File: config.mk
export PLATFORM = sky130hd
export DESIGN_NAME = mapreduce_job_ctrl_flat
export DESIGN_NICKNAME = d
export VERILOG_FILES = /design/src/rtl/mapreduce_job_ctrl_pkg.sv /design/src/rtl/mapreduce_job_ctrl_if.sv /design/src/rtl/mapreduce_job_ctrl_watchdog.sv /design/src/rtl/mapreduce_job_ctrl.sv /design/src/flat_wrapper.sv
export SDC_FILE = /design/constraint.sdc
export NUM_CORES = 1
export LEC_CHECK = 0
export BUFFER_PORTS_ARGS = -buffer_cell sky130_fd_sc_hd__buf_2
export CAP_MARGIN = 20
export CORE_MARGIN = 4
export CORE_UTILIZATION = 45
export DETAILED_ROUTE_END_ITERATION = 8
export GPL_TIMING_DRIVEN = 0
export PLACE_DENSITY_LB_ADDON = 0.12
export SYNTH_ARGS = -nofsm -noshare
export SYNTH_HDL_FRONTEND = slang
export SYNTH_SLANG_ARGS = --single-unit
File: constraint.sdc
create_clock -name clock -period 2.5 [get_ports clock]
set_input_delay 0.25 -clock clock [delete_from_list [all_inputs] [get_ports clock]]
set_output_delay 0.25 -clock clock [all_outputs]
set_load 0.1 [all_outputs]
File: src/rtl/mapreduce_job_ctrl_pkg.sv
// Shared types and helpers for the MapReduce point-counting job sequencer.
package mapreduce_pkg;

  // Width of the accumulator total, shared with the reduce-count datapath.
  localparam int SUM_WIDTH = 32;

  typedef enum logic [2:0] {
    IDLE     = 3'd0,
    CLEAR    = 3'd1,
    DISPATCH = 3'd2,
    WAIT     = 3'd3,
    NEXT     = 3'd4,
    FINISH   = 3'd5,
    ERR      = 3'd6
  } state_e;

  // Ceiling log2; clog2(1) == 0.
  function automatic int clog2(input int value);
    int r;
    int v;
    r = 0;
    v = value - 1;
    while (v > 0) begin
      r = r + 1;
      v = v >> 1;
    end
    return r;
  endfunction

  // Counter width able to hold 0..n-1, never narrower than one bit.
  function automatic int width_of(input int n);
    return (clog2(n) < 1) ? 1 : clog2(n);
  endfunction

endpackage

File: src/rtl/mapreduce_job_ctrl_if.sv
// Job-control bus between the sequencer (master) and the mapper/accumulator side (slave).
interface mapreduce_job_ctrl_if #(
  parameter int NUM_PTS   = 3,
  parameter int NUM_ITERS = 4
);
  import mapreduce_pkg::*;

  localparam int PT_W   = width_of(NUM_PTS);
  localparam int ITER_W = width_of(NUM_ITERS);

  logic              i_start;
  logic              i_abort;
  logic              o_busy;
  logic              o_acc_res;
  logic              i_acc_done;
  logic              o_pt_valid;
  logic              i_pt_ready;
  logic [PT_W-1:0]   o_pt_idx;
  logic              o_pt_last;
  logic [ITER_W-1:0] o_iter;
  logic              o_iter_done;
  logic              o_job_done;
  logic              o_timeout;

  modport master (
    input  i_start, i_abort, i_acc_done, i_pt_ready,
    output o_busy, o_acc_res, o_pt_valid, o_pt_idx, o_pt_last,
           o_iter, o_iter_done, o_job_done, o_timeout
  );

  modport slave (
    output i_start, i_abort, i_acc_done, i_pt_ready,
    input  o_busy, o_acc_res, o_pt_valid, o_pt_idx, o_pt_last,
           o_iter, o_iter_done, o_job_done, o_timeout
  );

endinterface

File: src/rtl/mapreduce_job_ctrl_watchdog.sv
// Loadable down-counter that reports expiry when it reaches zero.
module mr_watchdog #(
  parameter int CNT_W = 10
) (
  input  logic             clock,
  input  logic             reset_n,
  input  logic             clr_i,
  input  logic             load_i,
  input  logic             en_i,
  input  logic [CNT_W-1:0] load_val_i,
  output logic             expired_o
);

  logic [CNT_W-1:0] cnt_q;
  logic [CNT_W-1:0] cnt_d;

  // Next count: clear beats load beats decrement; the counter parks at zero.
  always_comb begin
    cnt_d = cnt_q;
    if (clr_i) begin
      cnt_d = '0;
    end else if (load_i) begin
      cnt_d = load_val_i;
    end else if (en_i && (cnt_q != '0)) begin
      cnt_d = cnt_q - CNT_W'(1);
    end
  end

  // Count register.
  always_ff @(posedge clock) begin
    if (!reset_n) begin
      cnt_q <= '0;
    end else begin
      cnt_q <= cnt_d;
    end
  end

  assign expired_o = (cnt_q == '0);

endmodule

File: src/rtl/mapreduce_job_ctrl.sv
// Job sequencer: clears the accumulator, streams point indices to the mapper,
// waits for the accumulator's done flag, repeats per iteration, flags timeouts.
module mapreduce_job_ctrl #(
  parameter int NUM_OF_REDUCERS = 2,
  parameter int NUM_PTS         = 3,
  parameter int NUM_ITERS       = 4,
  parameter int TIMEOUT_CYCLES  = 1024
) (
  input logic                  clock,
  input logic                  reset_n,
  mapreduce_job_ctrl_if.master bus
);
  import mapreduce_pkg::*;

  localparam int PT_W   = width_of(NUM_PTS);
  localparam int ITER_W = width_of(NUM_ITERS);
  localparam int CLR_W  = width_of(NUM_OF_REDUCERS);
  localparam int WD_W   = width_of(TIMEOUT_CYCLES);

  localparam logic [PT_W-1:0]   PT_LAST   = PT_W'(NUM_PTS - 1);
  localparam logic [ITER_W-1:0] ITER_LAST = ITER_W'(NUM_ITERS - 1);
  localparam logic [CLR_W-1:0]  CLR_LAST  = CLR_W'(NUM_OF_REDUCERS - 1);
  // Loaded on the way into WAIT so expiry lands on the TIMEOUT_CYCLES-th WAIT cycle.
  localparam logic [WD_W-1:0]   WD_LOAD   = WD_W'(TIMEOUT_CYCLES - 1);

  state_e            state_q, state_d;
  logic [CLR_W-1:0]  clr_cnt_q, clr_cnt_d;
  logic [PT_W-1:0]   pt_idx_q, pt_idx_d;
  logic [ITER_W-1:0] iter_q, iter_d;
  logic              timeout_q, timeout_d;
  logic              busy_q, busy_d;
  logic              acc_res_q, acc_res_d;
  logic              pt_valid_q, pt_valid_d;
  logic              pt_last_q, pt_last_d;
  logic              iter_done_q, iter_done_d;
  logic              job_done_q, job_done_d;

  logic              xfer;
  logic              wd_clr;
  logic              wd_load;
  logic              wd_en;
  logic              wd_expired;

  assign xfer = pt_valid_q && bus.i_pt_ready;

  // The watchdog is armed during DISPATCH and only counts while in WAIT.
  assign wd_clr  = (state_q != DISPATCH) && (state_q != WAIT);
  assign wd_load = (state_q == DISPATCH);
  assign wd_en   = (state_q == WAIT);

  mr_watchdog #(
    .CNT_W (WD_W)
  ) u_watchdog (
    .clock      (clock),
    .reset_n    (reset_n),
    .clr_i      (wd_clr),
    .load_i     (wd_load),
    .en_i       (wd_en),
    .load_val_i (WD_LOAD),
    .expired_o  (wd_expired)
  );

  // Next-state selection; abort overrides every transition out of a busy state.
  always_comb begin
    state_d = state_q;
    case (state_q)
      IDLE:     if (bus.i_start) state_d = CLEAR;
      CLEAR:    if (clr_cnt_q == CLR_LAST) state_d = DISPATCH;
      DISPATCH: if (xfer && (pt_idx_q == PT_LAST)) state_d = WAIT;
      WAIT: begin
        if (bus.i_acc_done) begin
          state_d = NEXT;
        end else if (wd_expired) begin
          state_d = ERR;
        end
      end
      NEXT:     state_d = (iter_q == ITER_LAST) ? FINISH : CLEAR;
      FINISH:   state_d = IDLE;
      ERR:      state_d = IDLE;
      default:  state_d = IDLE;
    endcase
    if (bus.i_abort && (state_q != IDLE)) begin
      state_d = IDLE;
    end
  end

  // Counters, sticky error and registered output values derived from the next state.
  always_comb begin
    clr_cnt_d = '0;
    if ((state_q == CLEAR) && (state_d == CLEAR)) begin
      clr_cnt_d = clr_cnt_q + CLR_W'(1);
    end

    pt_idx_d = '0;
    if (state_q == DISPATCH) begin
      pt_idx_d = pt_idx_q;
      if (xfer && (pt_idx_q != PT_LAST)) begin
        pt_idx_d = pt_idx_q + PT_W'(1);
      end
    end

    iter_d    = iter_q;
    timeout_d = timeout_q;
    if ((state_q == IDLE) && bus.i_start) begin
      iter_d    = '0;
      timeout_d = 1'b0;
    end
    if ((state_q == NEXT) && (state_d == CLEAR)) begin
      iter_d = iter_q + ITER_W'(1);
    end
    if (state_d == ERR) begin
      timeout_d = 1'b1;
    end

    busy_d      = (state_d != IDLE);
    acc_res_d   = (state_d == CLEAR);
    pt_valid_d  = (state_d == DISPATCH);
    pt_last_d   = (state_d == DISPATCH) && (pt_idx_d == PT_LAST);
    iter_done_d = (state_d == NEXT);
    job_done_d  = (state_d == FINISH);
  end

  // State, counter and output registers.
  always_ff @(posedge clock) begin
    if (!reset_n) begin
      state_q     <= IDLE;
      clr_cnt_q   <= '0;
      pt_idx_q    <= '0;
      iter_q      <= '0;
      timeout_q   <= 1'b0;
      busy_q      <= 1'b0;
      acc_res_q   <= 1'b0;
      pt_valid_q  <= 1'b0;
      pt_last_q   <= 1'b0;
      iter_done_q <= 1'b0;
      job_done_q  <= 1'b0;
    end else begin
      state_q     <= state_d;
      clr_cnt_q   <= clr_cnt_d;
      pt_idx_q    <= pt_idx_d;
      iter_q      <= iter_d;
      timeout_q   <= timeout_d;
      busy_q      <= busy_d;
      acc_res_q   <= acc_res_d;
      pt_valid_q  <= pt_valid_d;
      pt_last_q   <= pt_last_d;
      iter_done_q <= iter_done_d;
      job_done_q  <= job_done_d;
    end
  end

  assign bus.o_busy      = busy_q;
  assign bus.o_acc_res   = acc_res_q;
  assign bus.o_pt_valid  = pt_valid_q;
  assign bus.o_pt_idx    = pt_idx_q;
  assign bus.o_pt_last   = pt_last_q;
  assign bus.o_iter      = iter_q;
  assign bus.o_iter_done = iter_done_q;
  assign bus.o_job_done  = job_done_q;
  assign bus.o_timeout   = timeout_q;

endmodule

File: src/flat_wrapper.sv
// flat-port wrapper written by rule: the top's interface ports become plain ports
module mapreduce_job_ctrl_flat import mapreduce_pkg::*;
#(
  parameter int NUM_OF_REDUCERS = 2,
  parameter int NUM_PTS         = 3,
  parameter int NUM_ITERS       = 4,
  parameter int TIMEOUT_CYCLES  = 1024
)
  (clock, reset_n, bus_i_start, bus_i_abort, bus_i_acc_done, bus_i_pt_ready, bus_o_busy, bus_o_acc_res, bus_o_pt_valid, bus_o_pt_idx, bus_o_pt_last, bus_o_iter, bus_o_iter_done, bus_o_job_done, bus_o_timeout);
  mapreduce_job_ctrl_if #(.NUM_PTS(NUM_PTS), .NUM_ITERS(NUM_ITERS)) bus_i ();
  input logic clock;
  input logic reset_n;
  input wire logic [$bits(bus_i.i_start)-1:0] bus_i_start;
  input wire logic [$bits(bus_i.i_abort)-1:0] bus_i_abort;
  input wire logic [$bits(bus_i.i_acc_done)-1:0] bus_i_acc_done;
  input wire logic [$bits(bus_i.i_pt_ready)-1:0] bus_i_pt_ready;
  output wire logic [$bits(bus_i.o_busy)-1:0] bus_o_busy;
  output wire logic [$bits(bus_i.o_acc_res)-1:0] bus_o_acc_res;
  output wire logic [$bits(bus_i.o_pt_valid)-1:0] bus_o_pt_valid;
  output wire logic [$bits(bus_i.o_pt_idx)-1:0] bus_o_pt_idx;
  output wire logic [$bits(bus_i.o_pt_last)-1:0] bus_o_pt_last;
  output wire logic [$bits(bus_i.o_iter)-1:0] bus_o_iter;
  output wire logic [$bits(bus_i.o_iter_done)-1:0] bus_o_iter_done;
  output wire logic [$bits(bus_i.o_job_done)-1:0] bus_o_job_done;
  output wire logic [$bits(bus_i.o_timeout)-1:0] bus_o_timeout;
  assign bus_i.i_start = bus_i_start;
  assign bus_i.i_abort = bus_i_abort;
  assign bus_i.i_acc_done = bus_i_acc_done;
  assign bus_i.i_pt_ready = bus_i_pt_ready;
  assign bus_o_busy = bus_i.o_busy;
  assign bus_o_acc_res = bus_i.o_acc_res;
  assign bus_o_pt_valid = bus_i.o_pt_valid;
  assign bus_o_pt_idx = bus_i.o_pt_idx;
  assign bus_o_pt_last = bus_i.o_pt_last;
  assign bus_o_iter = bus_i.o_iter;
  assign bus_o_iter_done = bus_i.o_iter_done;
  assign bus_o_job_done = bus_i.o_job_done;
  assign bus_o_timeout = bus_i.o_timeout;
  mapreduce_job_ctrl #(.NUM_OF_REDUCERS(NUM_OF_REDUCERS), .NUM_PTS(NUM_PTS), .NUM_ITERS(NUM_ITERS), .TIMEOUT_CYCLES(TIMEOUT_CYCLES)) u_core (.clock(clock), .reset_n(reset_n), .bus(bus_i));
endmodule
==> impl_metrics.yaml, run 1 <==
global_routing:
  grt_usage_pct: 16.0
  grt_pass1_wl_mm: 4.53
  antenna_found_initial: 0
  gr-total-overflow: 0
  grt_max_degree: 16
  grt_pass1_vias: 1035
drt:
  drt_iter0_drc: 35
  drc: 0
  via_count: 1116
  via_per_inst: 5.87
  wl_per_cell_um: 13.9
  ant_nets: 0
  routed_wl_mm: 2.64
  firstDrtPassIters: 4
final_layout:
  drive_gt1_share_pct: 21.4
  area_growth_pct: 11.5
  fillers: 270
  fin_nets: 169
  mostFrequentLayoutCells: "dfxtp_1 (25), buf_2 (16), inv_1 (8), nand2_1 (8), nor3_1 (7)"
  insertedDiodeCount: 0
  layout.cells.most_common: "dfxtp_1"
timing:
  worstMarginPinSlew_ns: 0.527
  fin_crit_sh_pct: 87.7
  drv_slew: 0
  setup_viol: 0
  finalClockSkew_ns: 0.00629
  period_minus_slack_ns: 2.19
  fmax_mhz: 456
  rsz0062_at_grt: "false"
  fin_setup_tns_ns: 0
  hold_viol: 0
  maxSlewHeadroom_pct: 64.9
hold_path:
  min_path_type: "primary input to flip-flop"
synth:
  postSynthAreaPerCell_sq_um: 9.28
  synth_top_area_cell: "dfxtp_1"
  postSynth.asyncResetShare_pct: 0
  synth_compound_area_share_pct: 19.3
  synth_top_area_share_pct: 38.8
  synthCells: 139
  synth_cell_type_count: 50
  syn_area_sq_um: 1290
  yosysWarningCount: 0
  synth_enable_flop_cells: 0
  synth_area_leaders: "dfxtp_1 (39%), a31oi_1 (2.9%), ha_1 (2.9%)"
  ys_ff_latch: 25
  synth_simple_gate_area_share_pct: 29.7
  synthAdderAreaFrac_pct: 2.91
  syn-num-nets: 148
  synth_top_family_by_area: "simple AND/OR/NAND/NOR gates"
  synth_xor_area_share_pct: 1.36
  ys.flop_type: "dfxtp_1"
  synth.area.mux_share_pct: 3.59
  synth-seq-area-share_pct: 38.8
die:
  row_count: 19
  initial_core_util_pct: 46.8
  core_sq_um: 2760
  die_w_um: 61.5
  dieArea_sq_um: 3790
  die_y_um: 61.5
  pin_count: 17
clock_tree:
  cts_resized: 0
  numCtsBuffers: 3
  numClockSinks: 25
  htree_levels: 1
  clock_path_buffers: 2
  ctsHoldBuffers: 0
  clockRootBuffer: "clkbuf_4"
  cts_setup_buffers: 0
  cts_tree: "yes"
  clock_latency_ns: 0.32
  clkSlewWorstSetupHoldPaths_ns: 0.14
worst_setup_path:
  arrival_ns: 2.40
  path_max_fanout: 7
  critPathRequiredTime_ns: 2.70
  end_kind: "flip-flop"
  path_class: "flip-flop to flip-flop"
  start_kind: "flip-flop"
pwr:
  peakVddDrop_uv: 381
  p_per_area_nw_per_um2: 491
  leakage_nw: 0.566
  power_mw: 0.706
status:
  status: "finished, final reports clean"
placed_design:
  routabilityCongestion: 0.757
  io_buffers: 16
  dp_hpwl_mm: 1.99
job:
  drv_cap: 0
-- power by group --
group,internal [mW],switching (mW)
Sequential,0.406,0.00375
Combinational,0.0320,0.0773
Clock,0.0612,0.126
-- worst max-delay path, stage by stage (launching register included) --
cell and delay, ns:
dfxtp_1 0.34, inv_1 0.07, ha_1 0.17, or3b_1 0.35, clkbuf_1 0.18, o41a_1 0.43, o31ai_2 0.37, o21ai_0 0.16
-- synthesized netlist by cell type, types with 3 or more instances --
library cell	instances
a21oi_1	4
a31oi_1	6
clkbuf_1	6
dfxtp_1	25
ha_1	3
inv_1	8
nand2_1	8
nand3b_1	3
nor2_1	5
nor2b_1	4
nor3_1	7
o21ai_0	3
o31ai_1	3
or3_1	6
or4_1	3
-- layout make-up --
cell class | count | area (sq um) | area share [%]
inverters | 8 | 30.0 | 2.09
clock inverters | 1 | 7.51 | 0.522
well taps | 31 | 38.8 | 2.70
multi-input cells | 99 | 733 | 51.0
repair buffers | 16 | 80.1 | 5.57
plain buffers | 7 | 26.3 | 1.83
flip-flops and latches | 25 | 500 | 34.8
clock buffers | 3 | 22.5 | 1.57
-- metrics by stage --
step                      setup WS [ns]  instances  util (%)  hold WS (ns)  instance area (sq um)
after floorplan                 0.00917        139         -         0.374                   1290
after global placement            0.330        186      51.1         0.478                   1410
after detailed placement          0.321        186      51.1         0.482                   1410
after CTS                         0.309        190      52.2         0.159                   1440
after global routing             0.0975        190      52.2         0.160                   1440
final                             0.306        190      52.2         0.172                   1440
-- state kept, by name, indices dropped and copies added, names as in the netlist --
name,cells
u_core.bus.o_iter_done,1
u_core.bus.o_job_done,1
u_core.bus.o_pt_valid,1
u_core.bus.o_busy,1
u_core.u_watchdog.cnt_q,10
u_core.bus.o_timeout,1
u_core.bus.o_pt_last,1
u_core.bus.o_iter,2
u_core.bus.o_pt_idx,2
u_core.state_q,3
u_core.clr_cnt_q,1
u_core.bus.o_acc_res,1
-- path summary, 6_finish.rpt --
| path | cells past startpoint | slack, ns | to | from |
|---|---|---|---|---|
| max | 7 | 0.31 | u_core.bus.o_busy | u_core.u_watchdog.cnt_q[1] |
| min | 3 | 0.17 | u_core.bus.o_iter_done | bus_i_acc_done |
| max reg2reg | 7 | 0.31 | u_core.bus.o_busy | u_core.u_watchdog.cnt_q[1] |
| min reg2reg | 1 | 0.51 | u_core.bus.o_timeout | u_core.bus.o_timeout |
-- logic make-up after synthesis --
kind of cell	count (synthesis)
AO/OA/AOI/OAI	31
XOR/XNOR	2
adder cells (fa/ha/maj)	3
buffers and inverters	15
flip-flops	25
multiplexers	4
AND/OR/NAND/NOR	59
-- routing by layer --
| layer | vias to the layer above | track usage [%] | part of all wire [%] |
|---|---|---|---|
| met5 | - | 0 | 0 |
| met4 | 0 | 5.45 | 1.3 |
| met3 | 4 | 4.40 | 3.4 |
| met2 | 20 | 25.6 | 49 |
| met1 | 531 | 20.6 | 47 |
| li1 | 561 | - | - |
(Power assumes the default switching activity.)
==> inputs of run 2 (changes only) <==
--- a/config.mk
+++ b/config.mk
@@ -8,7 +8,7 @@
 export BUFFER_PORTS_ARGS = -buffer_cell sky130_fd_sc_hd__buf_2
 export CAP_MARGIN = 20
 export CORE_MARGIN = 4
-export CORE_UTILIZATION = 45
+export CORE_UTILIZATION = 52
 export DETAILED_ROUTE_END_ITERATION = 8
 export GPL_TIMING_DRIVEN = 0
 export PLACE_DENSITY_LB_ADDON = 0.12
==> impl_metrics.yaml, run 2 (same netlist as run 1, synthesis figures left out) <==
worst_setup_path:
  end_kind: "flip-flop"
  rr_endpoint: "u_core.bus.o_pt_last"
  r2r-start: "u_core.u_watchdog.cnt_q[0]"
  rr_worst_depth: 7
  crit_path_cell_trace: "inv_1 -> ha_1 -> or3b_1 -> clkbuf_1 -> o41a_1 -> or3_4 -> a2111oi_4"
  path_class: "flip-flop to flip-flop"
  path_max_fanout: 7
  cpPeakStageDelay_ns: 0.44
  cp_slowest_cell: "o41a_1"
  critPathRequiredTime_ns: 2.73
  start_kind: "flip-flop"
  r2r_slack_ns: 0.29
  arrival_ns: 2.43
global_routing:
  grt_usage_pct: 16.4
  antenna_found_initial: 0
  grt_pass1_vias: 1060
  grt_max_degree: 14
  gr-total-overflow: 0
  grt_pass1_wl_mm: 4.44
drt:
  ant_nets: 0
  via_per_inst: 5.95
  firstDrtPassIters: 4
  wl_per_cell_um: 13.6
  drc: 0
  via_count: 1113
  routed_wl_mm: 2.54
  drt_iter0_drc: 39
hold_path:
  hold_end: "u_core.bus.o_iter_done"
  hold_depth: 3
  min_path_type: "primary input to flip-flop"
  holdCritStartpoint: "bus_i_acc_done"
clock_tree:
  cts_tree: "yes"
  numCtsBuffers: 3
  cts_setup_buffers: 0
  clockRootBuffer: "clkbuf_4"
  ctsHoldBuffers: 0
  htree_levels: 1
  cts_resized: 0
  clock_path_buffers: 2
  numClockSinks: 25
  clock_latency_ns: 0.31
  clkSlewWorstSetupHoldPaths_ns: 0.13
pwr:
  combPwrFrac_pct: 15.6
  p_per_area_nw_per_um2: 484
  leakage_nw: 0.567
  seqPwrFrac_pct: 59.0
  swShare_pct: 27.8
  p_int_mw: 0.500
  power_mw: 0.693
  peakVddDrop_uv: 380
  p_switching_mw: 0.193
  pwr-share-clk_pct: 25.3
final_layout:
  mostFrequentLayoutCells: "dfxtp_1 (25), buf_2 (16), inv_1 (8), nand2_1 (8)"
  fillers: 208
  area_growth_pct: 11.0
  fin_nets: 169
  reg_top3: "u_core.u_watchdog.cnt_q (10), u_core.state_q (3)"
  postLayoutCellArea_sq_um: 1430
  drive_gt1_share_pct: 20.8
  fin_cells: 187
  layout.cells.most_common: "dfxtp_1"
  largest_register_ff_count: 10
  insertedDiodeCount: 0
  regMostFlops: "u_core.u_watchdog.cnt_q"
placed_design:
  routabilityCongestion: 0.880
  dpl-instance-area_sq_um: 1410
  dp_hpwl_mm: 1.93
  placed_cells: 183
  io_buffers: 16
timing:
  maxSlewHeadroom_pct: 64.6
  fmax_mhz: 453
  drv_slew: 0
  fin_setup_tns_ns: 0
  period_minus_slack_ns: 2.21
  finalClockSkew_ns: 0.00454
  hold_viol: 0
  fin_crit_sh_pct: 88.3
  whs_ns: 0.196
  rsz0062_at_grt: "false"
  setup_viol: 0
  worstMarginPinSlew_ns: 0.523
status:
  status: "finished, final reports clean"
die:
  pin_count: 17
  initial_core_util_pct: 56.7
  dieArea_sq_um: 3340
  die_y_um: 57.8
  core_sq_um: 2280
  row_count: 17
  die_w_um: 57.8
job:
  drv_cap: 0
## run 2: cell types whose count changed in the layout (fill, tap and decap cells not counted)
cell        delta
clkinvlp_4     -1
clkbuf_1       +1
## run 2: worst max path at each step
stage                                from                    to  slack (ns)  depth (start not counted)
4_1_cts        u_core.u_watchdog.cnt_q[0]     u_core.bus.o_busy        0.30                          7
2_1_floorplan      u_core.bus.o_pt_idx[0]  u_core.bus.o_pt_last       0.009                          6
5_1_grt        u_core.u_watchdog.cnt_q[1]     u_core.bus.o_busy        0.17                          7
6_report       u_core.u_watchdog.cnt_q[0]  u_core.bus.o_pt_last        0.29                          7
3_3_place_gp   u_core.u_watchdog.cnt_q[0]     u_core.bus.o_busy        0.35                          7
3_5_place_dp   u_core.u_watchdog.cnt_q[0]     u_core.bus.o_busy        0.32                          7
## run 2: power by group through the flow
| stage | combinational (mW) | clock (mW) | sequential [mW] |
|---|---|---|---|
| after floorplan | 0.0564 | 0 | 0.447 |
| after global placement | 0.106 | 0 | 0.418 |
| after detailed placement | 0.109 | 0 | 0.418 |
| after CTS | 0.108 | 0.184 | 0.409 |
| after global routing | 0.118 | 0.200 | 0.411 |
| final | 0.108 | 0.175 | 0.409 |
## run 2: worst max-delay path, delay by kind of cell, from the launching register on
family | cells | cell delay [ns]
AND/OR/NAND/NOR | 2 | 0.72
AO/OA/AOI/OAI | 2 | 0.62
flip-flops | 1 | 0.35
buffers and inverters | 2 | 0.24
adder cells (fa/ha/maj) | 1 | 0.17
## run 2: cell type report
type	count	area, sq um	share of cell area (%)
plain buffers	7	26.3	1.84
clock buffers	4	26.3	1.84
inverters	8	30.0	2.10
multi-input cells	99	733	51.2
flip-flops and latches	25	500	35.0
well taps	28	35.0	2.45
repair buffers	16	80.1	5.59
## run 2: per-stage QoR
step,worst slack [ns],utilization [%]
floorplan,0.00917,-
global placement,0.351,61.7
detailed placement,0.325,61.7
CTS,0.299,62.9
global route,0.168,62.9
finish,0.293,62.9
## run 2: per-layer routing
layer	part of all wire, %	GRT usage, %	wire [um]
met5	0	0	0
met4	0.71	7.62	18
met3	3.6	2.23	91
met2	48	27.9	1220
met1	48	20.4	1210
